===== src/rtl/lifo_pkg.sv =====
// rtl/lifo_pkg.sv - shared types, defaults and helpers for the parametrised LIFO stack
package lifo_pkg;

    localparam int DEFAULT_WIDTH = 8;
    localparam int DEFAULT_DEPTH = 8;

    typedef enum logic [1:0] {
        OP_NOP,
        OP_PUSH,
        OP_POP,
        OP_PUSHPOP
    } lifo_op_e;

    // Stack pointer must represent 0..DEPTH inclusive.
    function automatic int ptr_width(input int depth);
        return $clog2(depth + 1);
    endfunction

    function automatic lifo_op_e decode_op(input logic push, input logic pop);
        case ({push, pop})
            2'b10:   return OP_PUSH;
            2'b01:   return OP_POP;
            2'b11:   return OP_PUSHPOP;
            default: return OP_NOP;
        endcase
    endfunction

endpackage


===== src/rtl/lifo_mem.sv =====
// rtl/lifo_mem.sv - DEPTH x WIDTH register array, one sync write port, one async read port
module lifo_mem #(
    parameter int WIDTH = 8,
    parameter int DEPTH = 8,
    parameter int IW    = 3
) (
    input  logic             clk,
    input  logic             we,
    input  logic [IW-1:0]    waddr,
    input  logic [WIDTH-1:0] wdata,
    input  logic [IW-1:0]    raddr,
    output logic [WIDTH-1:0] rdata
);

    logic [WIDTH-1:0] mem [DEPTH];

    // Contents are deliberately not reset; the pointer alone defines validity.
    always_ff @(posedge clk) begin
        if (we) begin
            mem[waddr] <= wdata;
        end
    end

    assign rdata = mem[raddr];

endmodule


===== src/rtl/param_lifo_stack.sv =====
// rtl/param_lifo_stack.sv - parametrised LIFO stack with replace-top, flags and optional PARAM_LIFO_STACK_PEEK_EN top-of-stack port
module param_lifo_stack
    import lifo_pkg::*;
#(
    parameter int WIDTH    = DEFAULT_WIDTH,
    parameter int DEPTH    = DEFAULT_DEPTH,
    parameter int AF_LEVEL = DEPTH - 1
) (
    input  logic                             clk,
    input  logic                             rst,
    input  logic [WIDTH-1:0]                 data_in,
    input  logic                             push,
    input  logic                             pop,
    output logic [WIDTH-1:0]                 data_out,
    output logic                             data_valid,
    output logic [$clog2(DEPTH+1)-1:0]       count,
`ifdef PARAM_LIFO_STACK_PEEK_EN
    output logic [WIDTH-1:0]                 top,
`endif
    output logic                             empty,
    output logic                             full,
    output logic                             almost_full,
    output logic                             overflow,
    output logic                             underflow
);

    localparam int PW = ptr_width(DEPTH);
    localparam int IW = (DEPTH > 1) ? $clog2(DEPTH) : 1;

    logic [PW-1:0]    sp;
    logic [IW-1:0]    top_idx;
    logic [IW-1:0]    waddr;
    logic [IW-1:0]    raddr;
    logic [WIDTH-1:0] rdata;
    logic             we;
    lifo_op_e         op;

    assign op          = decode_op(push, pop);
    assign empty       = (sp == '0);
    assign full        = (sp == PW'(DEPTH));
    assign almost_full = (sp >= PW'(AF_LEVEL));
    assign count       = sp;

    // Top slot is sp-1; steer to 0 when empty so the read never leaves the array.
    assign top_idx = IW'(sp - PW'(1));
    assign raddr   = empty ? '0 : top_idx;
    assign waddr   = (op == OP_PUSH) ? IW'(sp) : top_idx;
    assign we      = ((op == OP_PUSH) && !full) || ((op == OP_PUSHPOP) && !empty);

    lifo_mem #(
        .WIDTH (WIDTH),
        .DEPTH (DEPTH),
        .IW    (IW)
    ) u_mem (
        .clk   (clk),
        .we    (we),
        .waddr (waddr),
        .wdata (data_in),
        .raddr (raddr),
        .rdata (rdata)
    );

`ifdef PARAM_LIFO_STACK_PEEK_EN
    assign top = empty ? '0 : rdata;
`endif

    // Pointer, popped-word register and single-cycle status pulses.
    always_ff @(posedge clk or posedge rst) begin
        if (rst) begin
            sp         <= '0;
            data_out   <= '0;
            data_valid <= 1'b0;
            overflow   <= 1'b0;
            underflow  <= 1'b0;
        end else begin
            data_valid <= 1'b0;
            overflow   <= 1'b0;
            underflow  <= 1'b0;
            case (op)
                OP_PUSH: begin
                    if (full) begin
                        overflow <= 1'b1;
                    end else begin
                        sp <= sp + PW'(1);
                    end
                end
                OP_POP: begin
                    if (empty) begin
                        underflow <= 1'b1;
                    end else begin
                        data_out   <= rdata;
                        data_valid <= 1'b1;
                        sp         <= sp - PW'(1);
                    end
                end
                OP_PUSHPOP: begin
                    // Empty stack bypasses the word straight through; otherwise replace top.
                    data_out   <= empty ? data_in : rdata;
                    data_valid <= 1'b1;
                end
                default: begin
                end
            endcase
        end
    end

endmodule

===== config.mk =====
export PLATFORM = sky130hd
export DESIGN_NAME = param_lifo_stack
export DESIGN_NICKNAME = d
export VERILOG_FILES = /design/src/rtl/lifo_pkg.sv /design/src/rtl/lifo_mem.sv /design/src/rtl/param_lifo_stack.sv
export SDC_FILE = /design/constraint.sdc
export NUM_CORES = 1
export LEC_CHECK = 0
export BUFFER_PORTS_ARGS = -buffer_cell sky130_fd_sc_hd__buf_4
export CAP_MARGIN = 5
export CORE_MARGIN = 5
export CORE_UTILIZATION = 46
export DETAILED_ROUTE_END_ITERATION = 8
export PLACE_DENSITY = 0.71
export SYNTH_ARGS = -nofsm -noshare
export SYNTH_HDL_FRONTEND = slang
export SYNTH_HIERARCHICAL = 1
export SYNTH_SLANG_ARGS = --single-unit

===== constraint.sdc =====
create_clock -name clk -period 4.94 [get_ports clk]
set_clock_uncertainty 0.2 [all_clocks]
set_input_delay 0.741 -clock clk [delete_from_list [all_inputs] [get_ports clk]]
set_output_delay 0.741 -clock clk [all_outputs]
set_load 0.02 [all_outputs]

Word level (Yosys, flattened, before mapping)
Memories as Yosys holds them, arrays and structs flattened.
Cells that the tools add are included.
Storage, ports and cells
  flip-flop bits (word level): 15
  bits in writable memories: 64
  word-level logic and storage cells: 45
  memories: 1
Memory list
  u_mem.mem: depth 8, bits a word 8, rd ports 1, clocked after Yosys merged registers in 0, write ports 1, line lifo_mem.sv:15  | logic [WIDTH-1:0] mem [DEPTH];
Cells by class
  add/subtract/negate cells: 2
  $lt $le $gt $ge: 1
  equal/unequal tests: 9
  multiplexer cells: 17
  reductions and logical operators: 10
Operator list (number)
  8-bit 2-to-1 mux: 2
  8-bit one-hot mux with 2 select lines: 1
  2-bit equality test, second input constant: 4
  4-bit 2-to-1 mux: 2
  4-bit one-hot mux with 2 select lines: 1
  1-bit 2-to-1 mux: 7
  3-bit 2-to-1 mux: 2
  2-bit one-hot mux with 3 select lines: 1
  4-bit by 1-bit adder with 4-bit output, second input constant: 1
  2-bit by 1-bit equality test with 1-bit output, second input constant: 2
  4-bit equality test, second input constant: 1
  4-bit by 3-bit greater-or-equal comparator with 1-bit output, second input constant: 1
  4-bit zero test: 1
  2-bit inequality test, second input constant: 2
  2-bit nonzero test: 2
  4-bit by 1-bit subtractor with 4-bit output, second input constant: 1
  3-bit AND reduction: 1
  1-bit logical AND: 2
  1-bit zero test: 2
  1-bit one-hot mux with 2 select lines: 1
  2-bit AND reduction: 1
  1-bit logical OR: 1

Depth between registers and ports, before layout
  word-level depth: 7
  depth in mapped cells: 13
  gate-level depth less buffers: 10

Cells and area by module
The synthesis kept the hierarchy.
Modules (own cells, without submodules)
  lifo_mem: instances 1, cells an instance 106, area an instance 2531.2 µm²
  param_lifo_stack: instances 1, cells an instance 81, area an instance 803.3 µm²

Least setup slack after synthesis
Ideal clock, no wire load.
  kind: reg2reg
  start point: reg sp[0] (netlist: count[0])
  end point: reg data_out[1]
  arrival: 2.820 ns
  required time: 4.603 ns
  slack: 1.783 ns
  cell stages (with the launch flop): 14
  period minus slack after synthesis: 3.157 ns
  cells stage by stage: dfrtp_1 > inv_1 > ha_1 > nor2b_1 > nand2b_1 > inv_2 > buf_2 > nor2_1 > buf_6 > buf_12 > mux4_1 > mux2_2 > o22ai_1 > a2bb2oi_1
Between the ends
  word-level cells in the longest chain between the ends: 5
Ends and longest elaborated chain
  from (decl): line param_lifo_stack.sv:30  | logic [PW-1:0] sp;
  from (signal assigned): line param_lifo_stack.sv:84  | sp <= sp + PW'(1);
  from (signal assigned): line param_lifo_stack.sv:93  | sp <= sp - PW'(1);
  4-bit zero test (*): line param_lifo_stack.sv:39  | assign empty = (sp == '0);
  named net empty: line param_lifo_stack.sv:20  | output logic empty,
  3-bit 2-to-1 mux (*): line param_lifo_stack.sv:46  | assign raddr = empty ? '0 : top_idx;
  named net raddr[0]: line param_lifo_stack.sv:33  | logic [IW-1:0] raddr;
  memory 8 x 8 bit (*)
  named net rdata[1]: line param_lifo_stack.sv:34  | logic [WIDTH-1:0] rdata;
  8-bit 2-to-1 mux (on tied branches): line param_lifo_stack.sv:98, param_lifo_stack.sv:88
  8-bit one-hot mux with 2 select lines (*): line param_lifo_stack.sv:79  | case (op)
  to (signal assigned): line param_lifo_stack.sv:91  | data_out <= rdata;
  to (signal assigned): line param_lifo_stack.sv:98  | data_out <= empty ? data_in : rdata;
  to (decl): line param_lifo_stack.sv:14  | output logic [WIDTH-1:0] data_out,
Mark *: on every way through the listed nets, which the timed path passes. The rest lies on a longest branch. The select of a mux whose other input is x is not followed.
A chain may end at the register's enable or synchronous reset.

Worst setup path after layout
  start point: reg sp[0] (netlist: count[0])
  end point: reg data_out[4]
Between the ends
  word-level cells in the longest chain between the ends: 5
Ends and longest elaborated chain (line)
  4-bit by 1-bit subtractor with 4-bit output or 4-bit zero test (tied branches)
  3-bit 2-to-1 mux (*): param_lifo_stack.sv:46
  named net raddr[0]: param_lifo_stack.sv:33
  memory 8 x 8 bit (*)
  named net rdata[4]: param_lifo_stack.sv:34
  8-bit 2-to-1 mux (on tied branches): param_lifo_stack.sv:98, param_lifo_stack.sv:88
  8-bit one-hot mux with 2 select lines (*): param_lifo_stack.sv:79
Marks and branches as above.

==> summary.txt <==
===============================================================================================
Required time worst endpoint                                                            4.97 ns
Die width                                                                              95.14 µm
Ports                                                                                        30
Area of the die                                                                        9052 µm²
Vias in the first global route                                                             1771
Number of antenna violations at the first check in global routing                             0
Per-instance average area after synthesis                                             17.83 µm²
Kind of critical path                                                                   reg2reg
Post-layout minimum cycle time                                                         3.194 ns
First drt pass iteration count                                                                4
Largest buffer count on any clock path                                                        2
Sequential area share after synthesis                                                    0.6889
Final total negative setup slack                                                           0 ns
Maximum cell stage delay along the critical path                                        0.63 ns
CTS tree                                                                                    yes
# H-tree levels                                                                               3
Detailed placer's ending HPWL                                                          3.996 mm
Number of buffers and inverters on the critical path                                          3
Fmax                                                                                  313.1 MHz
Fin. Hold Viols                                                                               0
First DRT Iteration DRCs                                                                    104
Run status                                                                            completed
Instance area at placement                                                             3630 µm²
Overflow left after global routing                                                            0
Post-cts gate resize count                                                                    0
Clock tree root buffer cell                                                        sky130_fd_sc_hd__clkbuf_8
Total track usage                                                                        0.1547
Count of antenna diodes in the layout                                                         0
Final Total Pwr                                                                        2.345 mW
Pin count of the biggest net entering global routing                                         17
Die height                                                                             95.14 µm
Instance count of the mapped netlist                                                        187
Wire length after detailed routing                                                     6.395 mm
Setup violation total in the final timing report                                              0
Core region area                                                                       7137 µm²
Final estimated routing congestion in global placement                                   0.8317
Clock sink total                                                                             79
Number of warnings issued by yosys                                                            6
First-pass GRT wire length                                                             9.901 mm
Fraction of final layout cells sized beyond drive strength 1                             0.2780
Setup repair after global routing missed its margin                                          no
Number of nets in the synthesized netlist                                                   201
Synth-to-layout area growth                                                              14.22%
Vias                                                                                       1772
Average detailed-routed wire length per instance                                       19.86 µm
Final cycle utilization of the critical path                                             0.6465
Post-placement worst setup slack                                                       1.765 ns
Number of flip-flops and latches in the synthesized netlist                                  79
Placed Instances                                                                            306
Via/cell ratio                                                                            5.503
Layout Nets                                                                                 232
List of cells traversed by the critical path                                       inv_1 > ha_1 > nor2b_1 > nand2b_1 > inv_2 > nor2_1 > buf_4 > mux4_1 > mux2_2 > o22ai_1 > a2bb2oi_1
Number of pins exceeding their max-slew limit in the final report                             0
DRC                                                                                           0
Maximum vdd ir drop                                                                    213.1 µV
Clock latency at the later pin of the worst-skew pair                                   0.35 ns
Clock input transition at the sequential cells of the worst setup and hold paths        0.09 ns
Slew @ Worst Pin                                                                      0.9686 ns
Max-cap violation count                                                                       0
I/O Buffers                                                                                  29
Summed area of non-filler cells in the final layout                                    3809 µm²
Arrival time reported for the critical path endpoint                                    3.22 ns
Worst hold path type                                                                   in2async
Critical path startpoint category                                                     flip-flop
Antenna Nets Post-Route                                                                       0
Number of non-filler instances in the completed layout                                      322
Cts bufs inserted                                                                             9
Final setup margin                                                                     1.746 ns
Total leakage power                                                                    1.381 nW
Number of rows created at floorplan                                                          31
Number of hold buffers added after cts                                                        0
Post-synthesis instance area                                                           3334 µm²
Relative slew slack                                                                      0.3519
Initial standard-cell utilization of the core                                            0.4672
Critical-path maximum fanout                                                                 16
Power Dens Cells                                                                   615.7 nW/µm²
FILL cells                                                                                  576
Count of cell types in the netlist                                                           35
Buffers inserted during post-CTS setup optimization                                           0
Critical-path cell with the highest stage delay                                    sky130_fd_sc_hd__mux4_1
Cell type group with the largest total delay on the critical path                  multiplexers
Nature of the critical path endpoint                                                  flip-flop
===============================================================================================
-- worst paths after layout --
kind	start	to	slack (ns)	cells after the start
worst max register to register	count[0]$_DFFE_PP0P_	data_out[4]$_DFFE_PP0P_	1.75	11
worst max-delay path	count[0]$_DFFE_PP0P_	data_out[4]$_DFFE_PP0P_	1.75	11
worst min-delay path	rst	data_out[3]$_DFFE_PP0P_	0.27	2
max in group asynchronous	rst	data_valid$_DFF_PP0_	3.85	2
min in group clk	data_out[6]$_DFFE_PP0P_	data_out[6]$_DFFE_PP0P_	0.36	1
worst min register to register	data_out[6]$_DFFE_PP0P_	data_out[6]$_DFFE_PP0P_	0.36	1
-- placed cells by master, fill, tap and decap left out --
master                       count
sky130_fd_sc_hd__mux4_2          1
sky130_fd_sc_hd__nor3_2          2
sky130_fd_sc_hd__nand3b_1        1
sky130_fd_sc_hd__o21ai_1         1
sky130_fd_sc_hd__nand2_1         6
sky130_fd_sc_hd__inv_6           3
sky130_fd_sc_hd__inv_1           5
sky130_fd_sc_hd__o21a_1          1
sky130_fd_sc_hd__or4_4           1
sky130_fd_sc_hd__a21oi_2         1
sky130_fd_sc_hd__ha_1            2
sky130_fd_sc_hd__a21oi_1         2
sky130_fd_sc_hd__dfrtp_1        15
sky130_fd_sc_hd__nand3_1         1
sky130_fd_sc_hd__a21o_1          1
sky130_fd_sc_hd__a22o_1          1
sky130_fd_sc_hd__xnor2_1         4
sky130_fd_sc_hd__nand2b_1        6
sky130_fd_sc_hd__o22ai_1         8
sky130_fd_sc_hd__nand4_1         1
sky130_fd_sc_hd__xor2_1          2
sky130_fd_sc_hd__o22a_1          1
sky130_fd_sc_hd__a2bb2oi_1       8
sky130_fd_sc_hd__clkinv_4        1
sky130_fd_sc_hd__clkbuf_8        9
sky130_fd_sc_hd__buf_4          31
sky130_fd_sc_hd__mux4_1         15
sky130_fd_sc_hd__edfxtp_1       64
sky130_fd_sc_hd__clkinv_2        1
sky130_fd_sc_hd__clkinvlp_4      2
sky130_fd_sc_hd__nor2b_1         1
sky130_fd_sc_hd__inv_2           1
sky130_fd_sc_hd__mux2_2          9
sky130_fd_sc_hd__a21boi_0        1
sky130_fd_sc_hd__nor2_1         13
sky130_fd_sc_hd__o221ai_1        1
-- flip-flops by register name, summed over array words and instances, names as in the netlist --
name,count
u_mem/mem,64
data_out,8
count,4
overflow,1
underflow,1
data_valid,1
-- synthesized netlist by cell type --
cell | instances | area [µm²]
sky130_fd_sc_hd__a21boi_0 | 1 | 7.510
sky130_fd_sc_hd__a21o_1 | 1 | 7.510
sky130_fd_sc_hd__a21oi_1 | 2 | 10.01
sky130_fd_sc_hd__a21oi_2 | 1 | 8.760
sky130_fd_sc_hd__a22o_1 | 1 | 8.760
sky130_fd_sc_hd__a2bb2oi_1 | 8 | 70.07
sky130_fd_sc_hd__buf_1 | 1 | 3.750
sky130_fd_sc_hd__buf_12 | 1 | 20.02
sky130_fd_sc_hd__buf_2 | 5 | 25.02
sky130_fd_sc_hd__buf_6 | 1 | 11.26
sky130_fd_sc_hd__clkbuf_1 | 3 | 11.26
sky130_fd_sc_hd__dfrtp_1 | 15 | 375.4
sky130_fd_sc_hd__edfxtp_1 | 64 | 1922
sky130_fd_sc_hd__ha_1 | 2 | 25.02
sky130_fd_sc_hd__inv_1 | 5 | 18.77
sky130_fd_sc_hd__inv_2 | 1 | 3.750
sky130_fd_sc_hd__mux2_2 | 9 | 101.4
sky130_fd_sc_hd__mux4_1 | 15 | 394.1
sky130_fd_sc_hd__mux4_2 | 1 | 22.52
sky130_fd_sc_hd__nand2_1 | 6 | 22.52
sky130_fd_sc_hd__nand2b_1 | 6 | 37.54
sky130_fd_sc_hd__nand3_1 | 1 | 5.000
sky130_fd_sc_hd__nand3b_1 | 1 | 7.510
sky130_fd_sc_hd__nand4_1 | 1 | 6.260
sky130_fd_sc_hd__nor2_1 | 13 | 48.80
sky130_fd_sc_hd__nor2b_1 | 1 | 6.260
sky130_fd_sc_hd__nor3_1 | 2 | 10.01
sky130_fd_sc_hd__o21a_1 | 1 | 7.510
sky130_fd_sc_hd__o21ai_0 | 1 | 5.000
sky130_fd_sc_hd__o221ai_1 | 1 | 8.760
sky130_fd_sc_hd__o22a_1 | 1 | 8.760
sky130_fd_sc_hd__o22ai_1 | 8 | 50.05
sky130_fd_sc_hd__or4_4 | 1 | 11.26
sky130_fd_sc_hd__xnor2_1 | 4 | 35.03
sky130_fd_sc_hd__xor2_1 | 2 | 17.52
-- cells by family after synthesis --
family / synth area share
buf+inv: 0.02814
xor+xnor: 0.01576
compound gates: 0.05779
mux: 0.1553
flops: 0.6889
simple gates: 0.04653
fa+ha+maj: 0.007503
-- where the power goes --
part / leakage (nW) / internal, mW / total [mW] / switching, mW
logic: 0.539 / 0.458 / 0.948 / 0.490
registers: 0.755 / 0.888 / 0.964 / 0.0760
clock network: 0.0866 / 0.187 / 0.433 / 0.246
total: 1.38 / 1.53 / 2.35 / 0.812
-- through the flow --
stage	utilization	hold WS (ns)
floorplan	-	0.4407
global placement	0.5086	0.3391
detailed placement	0.5086	0.3477
CTS	0.5337	0.2733
global route	0.5337	0.2907
finish	0.5337	0.2735
-- layout make-up --
| class | instances | area, µm² | area share |
|---|---|---|---|
| multi-input combinational | 91 | 953.4 | 0.2503 |
| inverter | 6 | 22.52 | 0.005913 |
| tap | 99 | 123.9 | 0.03252 |
| timing repair buffer | 31 | 232.7 | 0.06110 |
| sequential | 79 | 2297 | 0.6032 |
| clock inverter | 7 | 55.05 | 0.01445 |
| clock buffer | 9 | 123.9 | 0.03252 |
-- routing by layer --
layer / global-route usage / share of wire
met1: 0.2044 / 0.42
met2: 0.2443 / 0.50
met3: 0.03473 / 0.062
met4: 0.07091 / 0.014
met5: 0 / 0
Power figures use the tool's default switching activity.
